<file path="src/rtl/load_store_sequencer_pkg.sv">
// Shared definitions for the load/store sequencer: FUNCT3 encodings, FSM states,
// fault codes and the funct3 legality helper.
package load_store_sequencer_pkg;

  localparam logic [2:0] F3_LB  = 3'b000;
  localparam logic [2:0] F3_LH  = 3'b001;
  localparam logic [2:0] F3_LW  = 3'b010;
  localparam logic [2:0] F3_LBU = 3'b100;
  localparam logic [2:0] F3_LHU = 3'b101;
  localparam logic [2:0] F3_SB  = 3'b000;
  localparam logic [2:0] F3_SH  = 3'b001;
  localparam logic [2:0] F3_SW  = 3'b010;

  typedef enum logic [2:0] {
    ST_IDLE  = 3'd0,
    ST_ISSUE = 3'd1,
    ST_WAIT  = 3'd2,
    ST_WB    = 3'd3,
    ST_FAULT = 3'd4
  } lss_state_e;

  localparam logic [1:0] FC_NONE     = 2'b00;
  localparam logic [1:0] FC_ILLEGAL  = 2'b01;
  localparam logic [1:0] FC_MISALIGN = 2'b10;
  localparam logic [1:0] FC_TIMEOUT  = 2'b11;

  localparam int unsigned TMO_W = 4;

  function automatic logic funct3_legal(input logic [2:0] f3, input logic is_store);
    if (is_store) begin
      return (f3 == F3_SB) || (f3 == F3_SH) || (f3 == F3_SW);
    end
    return (f3 == F3_LB) || (f3 == F3_LH) || (f3 == F3_LW) ||
           (f3 == F3_LBU) || (f3 == F3_LHU);
  endfunction

endpackage

</file>
<file path="src/rtl/load_store_sequencer_access_check.sv">
// Combinational access checker: illegal funct3 and (with MISALIGN_TRAP_EN defined)
// halfword/word misalignment of the effective address.
module lsu_access_check
  import load_store_sequencer_pkg::*;
(
  input  logic [2:0] funct3,
  input  logic       is_store,
  input  logic [1:0] ea_lo,
  output logic       illegal,
  output logic       misaligned
);

  assign illegal = !funct3_legal(funct3, is_store);

`ifdef MISALIGN_TRAP_EN
  // Size comes from funct3[1:0]; illegal encodings are caught by 'illegal' first.
  always_comb begin
    misaligned = 1'b0;
    case (funct3[1:0])
      2'b01:   misaligned = ea_lo[0];
      2'b10:   misaligned = (ea_lo != 2'b00);
      default: misaligned = 1'b0;
    endcase
  end
`else
  assign misaligned = 1'b0;
  logic unused_ea_lo;
  assign unused_ea_lo = ^ea_lo;
`endif

endmodule

</file>
<file path="src/rtl/load_store_sequencer.sv">
// CPU-side start/done initiator for the byte-serial memory controller.
// Optional misalignment trap enabled by defining MISALIGN_TRAP_EN.
module load_store_sequencer
  import load_store_sequencer_pkg::*;
#(
  parameter int unsigned TIMEOUT_CYCLES = 15
) (
  input  logic        clk,
  input  logic        rst_n,
  input  logic        req,
  input  logic        is_store,
  input  logic [2:0]  funct3,
  input  logic [31:0] base,
  input  logic [31:0] imm,
  input  logic [31:0] store_data,
  input  logic [4:0]  rd,
  input  logic        mem_done,
  input  logic [31:0] mem_read_data,
  output logic        mem_start,
  output logic [31:0] mem_address,
  output logic [2:0]  mem_mode,
  output logic        mem_write_enable,
  output logic [31:0] mem_write_data,
  output logic        busy,
  output logic        wb_enable,
  output logic [4:0]  wb_rd,
  output logic [31:0] wb_data,
  output logic        fault,
  output logic [1:0]  fault_code,
  output logic [31:0] fault_addr
);

  // Handshake: mem_start is a single-cycle pulse in ISSUE; the mem_* bus stays
  // stable until mem_done (a one-cycle pulse) is seen in WAIT.
  lss_state_e state_q, state_d;

  logic [31:0]      ea;
  logic [31:0]      ea_q;
  logic [2:0]       f3_q;
  logic             st_q;
  logic [31:0]      wdata_q;
  logic [4:0]       rd_q;
  logic [31:0]      rdata_q;
  logic [1:0]       code_q;
  logic [TMO_W-1:0] cnt_q;
  logic             illegal;
  logic             misaligned;
  logic             tmo_hit;
  logic             mem_active;

  assign ea      = base + imm;
  assign tmo_hit = (cnt_q == TMO_W'(TIMEOUT_CYCLES - 1));

  lsu_access_check u_check (
    .funct3     (funct3),
    .is_store   (is_store),
    .ea_lo      (ea[1:0]),
    .illegal    (illegal),
    .misaligned (misaligned)
  );

  always_ff @(posedge clk or negedge rst_n) begin
    if (!rst_n) begin
      state_q <= ST_IDLE;
    end else begin
      state_q <= state_d;
    end
  end

  always_ff @(posedge clk or negedge rst_n) begin
    if (!rst_n) begin
      ea_q    <= '0;
      f3_q    <= '0;
      st_q    <= 1'b0;
      wdata_q <= '0;
      rd_q    <= '0;
      rdata_q <= '0;
      code_q  <= FC_NONE;
      cnt_q   <= '0;
    end else begin
      case (state_q)
        ST_IDLE: begin
          if (req) begin
            ea_q    <= ea;
            f3_q    <= funct3;
            st_q    <= is_store;
            wdata_q <= store_data;
            rd_q    <= rd;
            // Illegal funct3 outranks misalignment.
            if (illegal) begin
              code_q <= FC_ILLEGAL;
            end else if (misaligned) begin
              code_q <= FC_MISALIGN;
            end
          end
        end
        ST_ISSUE: cnt_q <= '0;
        ST_WAIT: begin
          cnt_q <= cnt_q + 1'b1;
          if (mem_done) begin
            rdata_q <= mem_read_data;
          end else if (tmo_hit) begin
            code_q <= FC_TIMEOUT;
          end
        end
        default: ;
      endcase
    end
  end

  always_comb begin
    state_d          = state_q;
    mem_active       = 1'b0;
    mem_start        = 1'b0;
    mem_address      = '0;
    mem_mode         = '0;
    mem_write_enable = 1'b0;
    mem_write_data   = '0;
    busy             = (state_q != ST_IDLE);
    wb_enable        = 1'b0;
    wb_rd            = '0;
    wb_data          = '0;
    fault            = 1'b0;
    fault_code       = FC_NONE;
    fault_addr       = '0;
    case (state_q)
      ST_IDLE: begin
        if (req) begin
          state_d = (illegal || misaligned) ? ST_FAULT : ST_ISSUE;
        end
      end
      ST_ISSUE: begin
        mem_active = 1'b1;
        mem_start  = 1'b1;
        state_d    = ST_WAIT;
      end
      ST_WAIT: begin
        mem_active = 1'b1;
        // A done on the expiring cycle still counts as completion.
        if (mem_done) begin
          state_d = st_q ? ST_IDLE : ST_WB;
        end else if (tmo_hit) begin
          state_d = ST_FAULT;
        end
      end
      ST_WB: begin
        wb_enable = (rd_q != 5'd0);
        wb_rd     = rd_q;
        wb_data   = rdata_q;
        state_d   = ST_IDLE;
      end
      ST_FAULT: begin
        fault      = 1'b1;
        fault_code = code_q;
        fault_addr = ea_q;
        state_d    = ST_IDLE;
      end
      default: state_d = ST_IDLE;
    endcase
    if (mem_active) begin
      mem_address      = ea_q;
      mem_mode         = f3_q;
      mem_write_enable = st_q;
      mem_write_data   = wdata_q;
    end
  end

endmodule
</file>
<file path="config.mk">
export PLATFORM = sky130hd
export DESIGN_NAME = load_store_sequencer
export DESIGN_NICKNAME = d
export VERILOG_FILES = /design/src/rtl/load_store_sequencer_pkg.sv /design/src/rtl/load_store_sequencer_access_check.sv /design/src/rtl/load_store_sequencer.sv
export SDC_FILE = /design/constraint.sdc
export NUM_CORES = 1
export LEC_CHECK = 0
export ABC_AREA = 1
export BUFFER_PORTS_ARGS = -buffer_cell sky130_fd_sc_hd__buf_2
export CORE_MARGIN = 4
export CORE_UTILIZATION = 46
export CTS_CLUSTER_DIAMETER = 100
export DETAILED_ROUTE_END_ITERATION = 8
export PLACE_DENSITY = 0.81
export SLEW_MARGIN = 20
export SYNTH_ARGS = -nofsm -noshare
export SYNTH_HDL_FRONTEND = slang
export SYNTH_SLANG_ARGS = --single-unit
export TNS_END_PERCENT = 5
</file>
<file path="constraint.sdc">
create_clock -name clk -period 1.3 [get_ports clk]
set_input_delay 0.195 -clock clk [delete_from_list [all_inputs] [get_ports clk]]
set_output_delay 0.195 -clock clk [all_outputs]
set_load 0.1 [all_outputs]
</file>
==> summary.md, run 1 <==
| Metric | Value |
|---|---|
| GPL Wtd Cong | `0.909` |
| FF-to-FF End | `rdata_q[22]` |
| DRT iter0 DRCs | `1235` |
| Core Region | `16000 µm²` |
| Nets@finish | `1726` |
| Relative slew slack | `0.340` |
| Die extent in x | `approximately 140 µm` |
| Crit share post-route | `1.80` |
| Layout cells sized above 1 | `0.390` |
| Post-route DRC | `0` |
| Total power | `39.0 mW` |
| Max-slew violation count | `0` |
| Initial Utilization | `0.473` |
| Reg2reg start | `state_q[0]` |
| HP Start | `store_data[17]` |
| CTS Buffer Depth | `2` |
| Final instance area | `between 10000 and 15000 µm²` |
| Global-route wire length before repair | `56.2 mm` |
| Synthesized area | `approximately 7600 µm²` |
| H-tree depth | `4` |
| Pwr Density | `2750 nW/µm²` |
| Syn Area/Cell | `6.50 µm²` |
| Vias in the first global route | `roughly 10000` |
| ANT nets after route | `0` |
| WP data required | `1.11 ns` |
| Syn Nets | `1339` |
| Via count | `between 10000 and 15000` |
| Row Count | `46` |
| WL final | `42.3 mm` |
| Startpoint Class | `flop` |
| Remaining global-route overflow | `0` |
| #FFs+latches synth | `114` |
| CTS Buf Count | `17` |
| Violated checks | `hold timing, setup timing` |
| Initial antenna violation count | `7` |
| Post-synthesis sequential area ratio | `0.377` |
| Final WS setup | `-1.04 ns` |
| Number of flops mapped to enable cells by yosys | `0` |
| Worst min path class | `in -> reg` |
| Hold WS | `-0.00758 ns` |
| Detail Placement HPWL | `21.4 mm` |
| Layout Skew | `0.0155 ns` |
| Status | `finished with violations` |
| Fill count | `598` |
| Arrival time worst endpoint | `2.15 ns` |
| YS warnings | `0` |
| Height of the die | `between 100 and 150 µm` |
| Top cells by area, synth | `dfrtp_1 38%, nand2_1 17%, inv_1 12%` |
| Slack of the worst reg-to-reg path | `-0.84 ns` |
| Pin count of the biggest net entering global routing | `58` |
| CTS Sinks | `114` |
| Clock latency on the worst-skew pair | `around 0.44 ns` |
| Synth Flop Type | `dfrtp_1` |
| P_leak | `7.02 nW` |
| Highest clock rate | `426 MHz` |
| Worst slew pin tran | `0.980 ns` |
| Setup TNS | `-183.85 ns` |
| Cell taking the most area after synthesis | `dfrtp_1` |
| IO Pins | `284` |
| Count of different cell masters after synthesis | `30` |
| WL/cell | `23.7 µm` |
| Crit Path Category | `reg -> out` |
| Min-Delay Endpoint | `wdata_q[17]` |
| Post-Synthesis Cells | `1164` |
| First-pass DRT Iterations | `7` |
| GRT Total Usage | `0.401` |
| RSZ-0062 raised after global routing | `true` |
| Synth top area share | `0.377` |
| Critical path origin | `state_q[0]` |
| Worst hold path depth | `3` |
| Total die area | `roughly 19000 µm²` |
| Area growth from synthesis to layout | `87.2%` |
| Port-buffer cells | `283` |
| Worst Setup End Kind | `output port` |
| Worst Reg-to-Reg Cells | `9` |
| Post-DP Area | `around 12000 µm²` |
| Via-per-instance ratio | `5.76` |
| Max rail drop VDD | `roughly 0.0018 V` |
| Asr flop ratio synth | `1.00` |
| Root Buffer | `clkbuf_16` |
| Post-placement setup slack | `-0.653 ns` |
| Min cycle time layout | `around 2.3 ns` |
| Final setup vio count | `256` |
| Maxcap violations | `0` |
| Clk pin slew, worst setup/hold paths | `0.07 ns` |
| CP Max Fanout | `16` |
| CTS tree | `built` |
| Hold Violations, Final | `5` |
==> kinds of logic after synthesis <==
group | count (synthesis) | synth area share
AND/OR/NAND/NOR | 595 | 0.313
buffers and inverters | 279 | 0.148
AO/OA/AOI/OAI | 127 | 0.0870
flip-flops | 114 | 0.377
adder cells (fa/ha/maj) | 34 | 0.0572
XOR/XNOR | 15 | 0.0174
==> cell usage after synthesis (2+ instances only) <==
| cell type | instances |
|---|---|
| nand2_1 | 347 |
| inv_1 | 238 |
| nor2_1 | 177 |
| dfrtp_1 | 114 |
| o21ai_0 | 81 |
| nand3_1 | 48 |
| ha_1 | 33 |
| o21ai_1 | 21 |
| a21oi_1 | 19 |
| xnor2_1 | 14 |
| buf_2 | 12 |
| buf_4 | 8 |
| clkbuf_1 | 7 |
| inv_2 | 6 |
| nor3_1 | 6 |
| nand4_1 | 5 |
| buf_6 | 4 |
| nand3b_1 | 4 |
| nor2_4 | 4 |
| buf_1 | 3 |
| a21o_1 | 2 |
| and2_1 | 2 |
| o21bai_1 | 2 |
==> metrics by stage <==
step / util / std cells
floorplan: - / 1164
finish: 0.885 / 1786
detailed placement: 0.758 / 1720
global placement: 0.758 / 1720
global route: 0.885 / 1784
CTS: 0.865 / 1777
==> routing by layer <==
layer  global-route usage  wire (µm)
met5               0.0167         62
met4                0.307       4200
met3                0.136       4970
met2                0.670      19700
met1                0.412      13400
==> repair_timing <==
item,in CTS,in global routing
setup buffers,4,2
hold buffers,16,1
pin swaps,5,3
gates resized for setup,242,103
setup endpoints to repair,255,256
cloned,5,0
endpoints found under the hold margin,72,1
==> critical path, stage by stage (launching register included) <==
cell     delay (ns)
dfrtp_1        0.42
inv_2          0.09
buf_4          0.16
nor3_2         0.21
buf_4          0.16
inv_2          0.06
buf_12         0.18
nor2_2         0.13
buf_6          0.12
buf_12         0.16
==> worst max path at each step <==
stage,to,cells past startpoint
after detailed placement,ea_q[12],10
after CTS,mem_address[5],8
after floorplan,mem_address[10],6
final,wb_data[10],9
after global routing,wb_data[23],8
after global placement,ea_q[12],10
==> sequential cells by signal, summed over array words and instances, names as in the netlist <==
name,flops
ea_q,32
rdata_q,32
wdata_q,32
rd_q,5
cnt_q,4
f3_q,3
state_q,3
code_q,2
st_q,1
==> report_power, final <==
group	switching [mW]	leakage, nW	internal, mW
clock network	2.03	0.297	3.09
logic	18.8	5.32	8.61
registers	1.19	1.40	5.26
==> area by class of cell <==
cell class,instances,area [µm²],area share
timing repair inverter,1,6.26,0.000442
clock inverter,14,180,0.0127
inverter,244,923,0.0652
sequential,114,2850,0.201
multi-input combinational,771,4700,0.332
antenna,6,15.0,0.00106
tap,216,270,0.0191
clock buffer,18,439,0.0310
timing repair buffer,402,4780,0.338
==> placed cells by master, fill, tap and decap left out, types with 7 or more instances in the layout <==
cell type / instances
nor2_2: 16
o21ai_0: 38
buf_12: 157
buf_6: 7
buf_2: 139
buf_4: 78
dfrtp_1: 114
nand2_2: 12
xnor2_1: 14
nand2_1: 333
nand3_1: 47
inv_2: 9
o21ai_1: 45
ha_1: 33
nor2_4: 128
a21oi_1: 19
nor2_1: 38
dlygate4sd3_1: 17
inv_1: 234
o21ai_2: 19
clkbuf_16: 17
Note: power is estimated with default switching activity, not from simulation.
==> run 2: changes to the inputs <==
==> constraint.sdc (replaced) <==
create_clock -name clk -period 1.3 [get_ports clk]
set_input_delay 0.195 -clock clk [delete_from_list [all_inputs] [get_ports clk]]
set_output_delay 0.195 -clock clk [all_outputs]
set_load 0.05 [all_outputs]
==> run 2 against run 1 <==
The flow finishes with violations (setup timing). Maximum frequency up 6.0%. Clock-buffer cell count grew 2. Worst hold slack improved by 0.012 ns. Non-clock buffer count fell by 8. First-iteration DRC count decreased by 39%. Final area decreased by 14%.
==> summary.md, run 2 (same netlist as run 1, synthesis figures left out) <==
| Metric | Value |
|---|---|
| Detail Placement HPWL | `17.8 mm (was 21.4 mm)` |
| Initial antenna violation count | `0 (was 7)` |
| Nets@finish | `1717 (was 1726)` |
| Setup TNS | `-157.58 ns (was -183.85 ns)` |
| Clock latency on the worst-skew pair | `0.41 ns (was 0.44 ns)` |
| Port-buffer cells | `283 (unchanged)` |
| Pin count of the biggest net entering global routing | `73 (was 58)` |
| Worst slew pin tran | `0.452 ns (was 0.980 ns)` |
| Post-placement setup slack | `-0.613 ns (was -0.653 ns)` |
| Core Region | `16000 µm² (unchanged)` |
| Crit Path Category | `reg -> out (unchanged)` |
| Startpoint Class | `flop (unchanged)` |
| WP data required | `1.11 ns (about the same)` |
| Final setup vio count | `255 (was 256)` |
| Crit share post-route | `1.70 (was 1.80)` |
| Via-per-instance ratio | `5.12 (was 5.76)` |
| CTS Buf Count | `17 (unchanged)` |
| Violated checks | `setup timing (was hold timing, setup timing)` |
| Total power | `27.7 mW (was 39.0 mW)` |
| Layout Cells excl Fill | `1771 (was 1786)` |
| First-pass DRT Iterations | `5 (was 7)` |
| DRT iter0 DRCs | `749 (was 1235)` |
| Layout cells sized above 1 | `0.339 (was 0.390)` |
| Max-slew violation count | `0 (unchanged)` |
| Fill count | `1021 (was 598)` |
| CTS tree | `built (unchanged)` |
| RSZ-0062 raised after global routing | `true (unchanged)` |
| Arrival time worst endpoint | `2.02 ns (was 2.15 ns)` |
| Height of the die | `136 µm (unchanged)` |
| Final WS setup | `-0.912 ns (was -1.04 ns)` |
| Top flop regs | `ea_q x32, rdata_q x32, wdata_q x32 (unchanged)` |
| GPL Wtd Cong | `0.918 (was 0.909)` |
| ANT nets after route | `0 (unchanged)` |
| Final Util | `0.761 (was 0.885)` |
| Placed insts | `1703 (was 1720)` |
| Worst min path class | `in -> reg (unchanged)` |
| Area growth from synthesis to layout | `61.0% (was 87.2%)` |
| IO Pins | `284 (unchanged)` |
| Total die area | `18600 µm² (unchanged)` |
| Hold Violations, Final | `0 (was 5)` |
| Initial Utilization | `0.473 (unchanged)` |
| Remaining global-route overflow | `0 (unchanged)` |
| Layout Skew | `0.00973 ns (was 0.0155 ns)` |
| WL final | `30.4 mm (was 42.3 mm)` |
| Diode count | `0 (was 6)` |
| Relative slew slack | `0.698 (was 0.340)` |
| Most frequent cells in the layout | `344 x nand2_1, 235 x inv_1, 139 x buf_2 (was 333 x nand2_1, 234 x inv_1, 157 x buf_12)` |
| Min cycle time layout | `2.21 ns (was 2.34 ns)` |
| Die extent in x | `136 µm (unchanged)` |
| Post-route DRC | `0 (unchanged)` |
| Pwr Density | `2270 nW/µm² (was 2750 nW/µm²)` |
| Area of the multi-input gates | `4130 µm² (was 4700 µm²)` |
| Post-DP Area | `9860 µm² (was 12100 µm²)` |
| Maxcap violations | `0 (unchanged)` |
| Status | `finished with violations (unchanged)` |
| Worst Setup End Kind | `output port (unchanged)` |
| Hold WS | `0.00430 ns (was -0.00758 ns)` |
| Root Buffer | `clkbuf_16 (unchanged)` |
| Clk pin slew, worst setup/hold paths | `0.06 ns (was 0.07 ns)` |
| Commonest non-fill, non-tap cell in the layout | `nand2_1 (unchanged)` |
| GRT Total Usage | `0.280 (was 0.401)` |
| P_leak | `6.56 nW (was 7.02 nW)` |
| CTS Buffer Depth | `2 (unchanged)` |
| WL/cell | `17.2 µm (was 23.7 µm)` |
| H-tree depth | `4 (unchanged)` |
| Global-route wire length before repair | `41.0 mm (was 56.2 mm)` |
| CTS Sinks | `114 (unchanged)` |
| CP Max Fanout | `10 (was 16)` |
| Highest clock rate | `452 MHz (was 426 MHz)` |
| Final instance area | `12200 µm² (was 14200 µm²)` |
| Via count | `9066 (was 10300)` |
| Vias in the first global route | `8529 (was 10100)` |
| Seq. cell area | `2850 µm² (unchanged)` |
| Row Count | `46 (unchanged)` |
| Max rail drop VDD | `0.00139 V (was 0.00181 V)` |
[run 2: cell types whose count changed in the layout (fill, tap and decap cells not counted), sizes merged]
cell,delta
inv,-1
bufinv,-1
clkbuf,+2
clkinv,-4
clkinvlp,+3
diode,-6
buf,-22
dlygate4sd3,+14
[run 2: cell type report]
type	count	share of cell area
repair buffers	394	0.281
clock buffers	20	0.0375
multi-input cells	771	0.339
clock inverters	12	0.0107
inverters	244	0.0760
well taps	216	0.0222
flip-flops and latches	114	0.234
[run 2: power breakdown]
part           internal [mW]  switching [mW]
Clock                   2.92            1.74
Sequential              5.26           0.838
Combinational           5.56            11.4
Total                   13.7            14.0
[run 2: path summary, 6_finish.rpt]
kind,end,cells after the start,slack (ns),from
worst max-delay path,mem_mode[1],7,-0.91,state_q[2]
worst min-delay path,wdata_q[1],3,0.004,store_data[1]
worst max register to register,f3_q[0],10,-0.81,state_q[0]
worst min register to register,ea_q[25],2,0.49,ea_q[25]
max in group asynchronous,cnt_q[1],3,0.62,rst_n
min in group asynchronous,wdata_q[27],3,0.35,rst_n
[run 2: timing repair]
| action | CTS | global route |
|---|---|---|
| pin swaps | 2 | 3 |
| setup endpoints to repair | 255 | 256 |
| hold endpoints to repair | 143 | 1 |
| hold buffers | 30 | 1 |
| cloned | 1 | 0 |
| gates resized for setup | 305 | 141 |
| setup buffers | 0 | 4 |
[run 2: per-layer routing]
layer | routed length (µm) | up-vias | GRT usage
li1 | - | 4241 | -
met1 | 11300 | 4145 | 0.308
met5 | 0 | - | 0
met4 | 1780 | 0 | 0.133
met2 | 14900 | 528 | 0.506
met3 | 2530 | 152 | 0.0670
[run 2: critical path, stage by stage, from the launching register on]
cell     delay [ns]
dfrtp_1        0.42
buf_6          0.16
nor3_4         0.16
inv_2          0.09
nand2_4        0.10
inv_8          0.07
nor2_1         0.36
buf_6          0.23
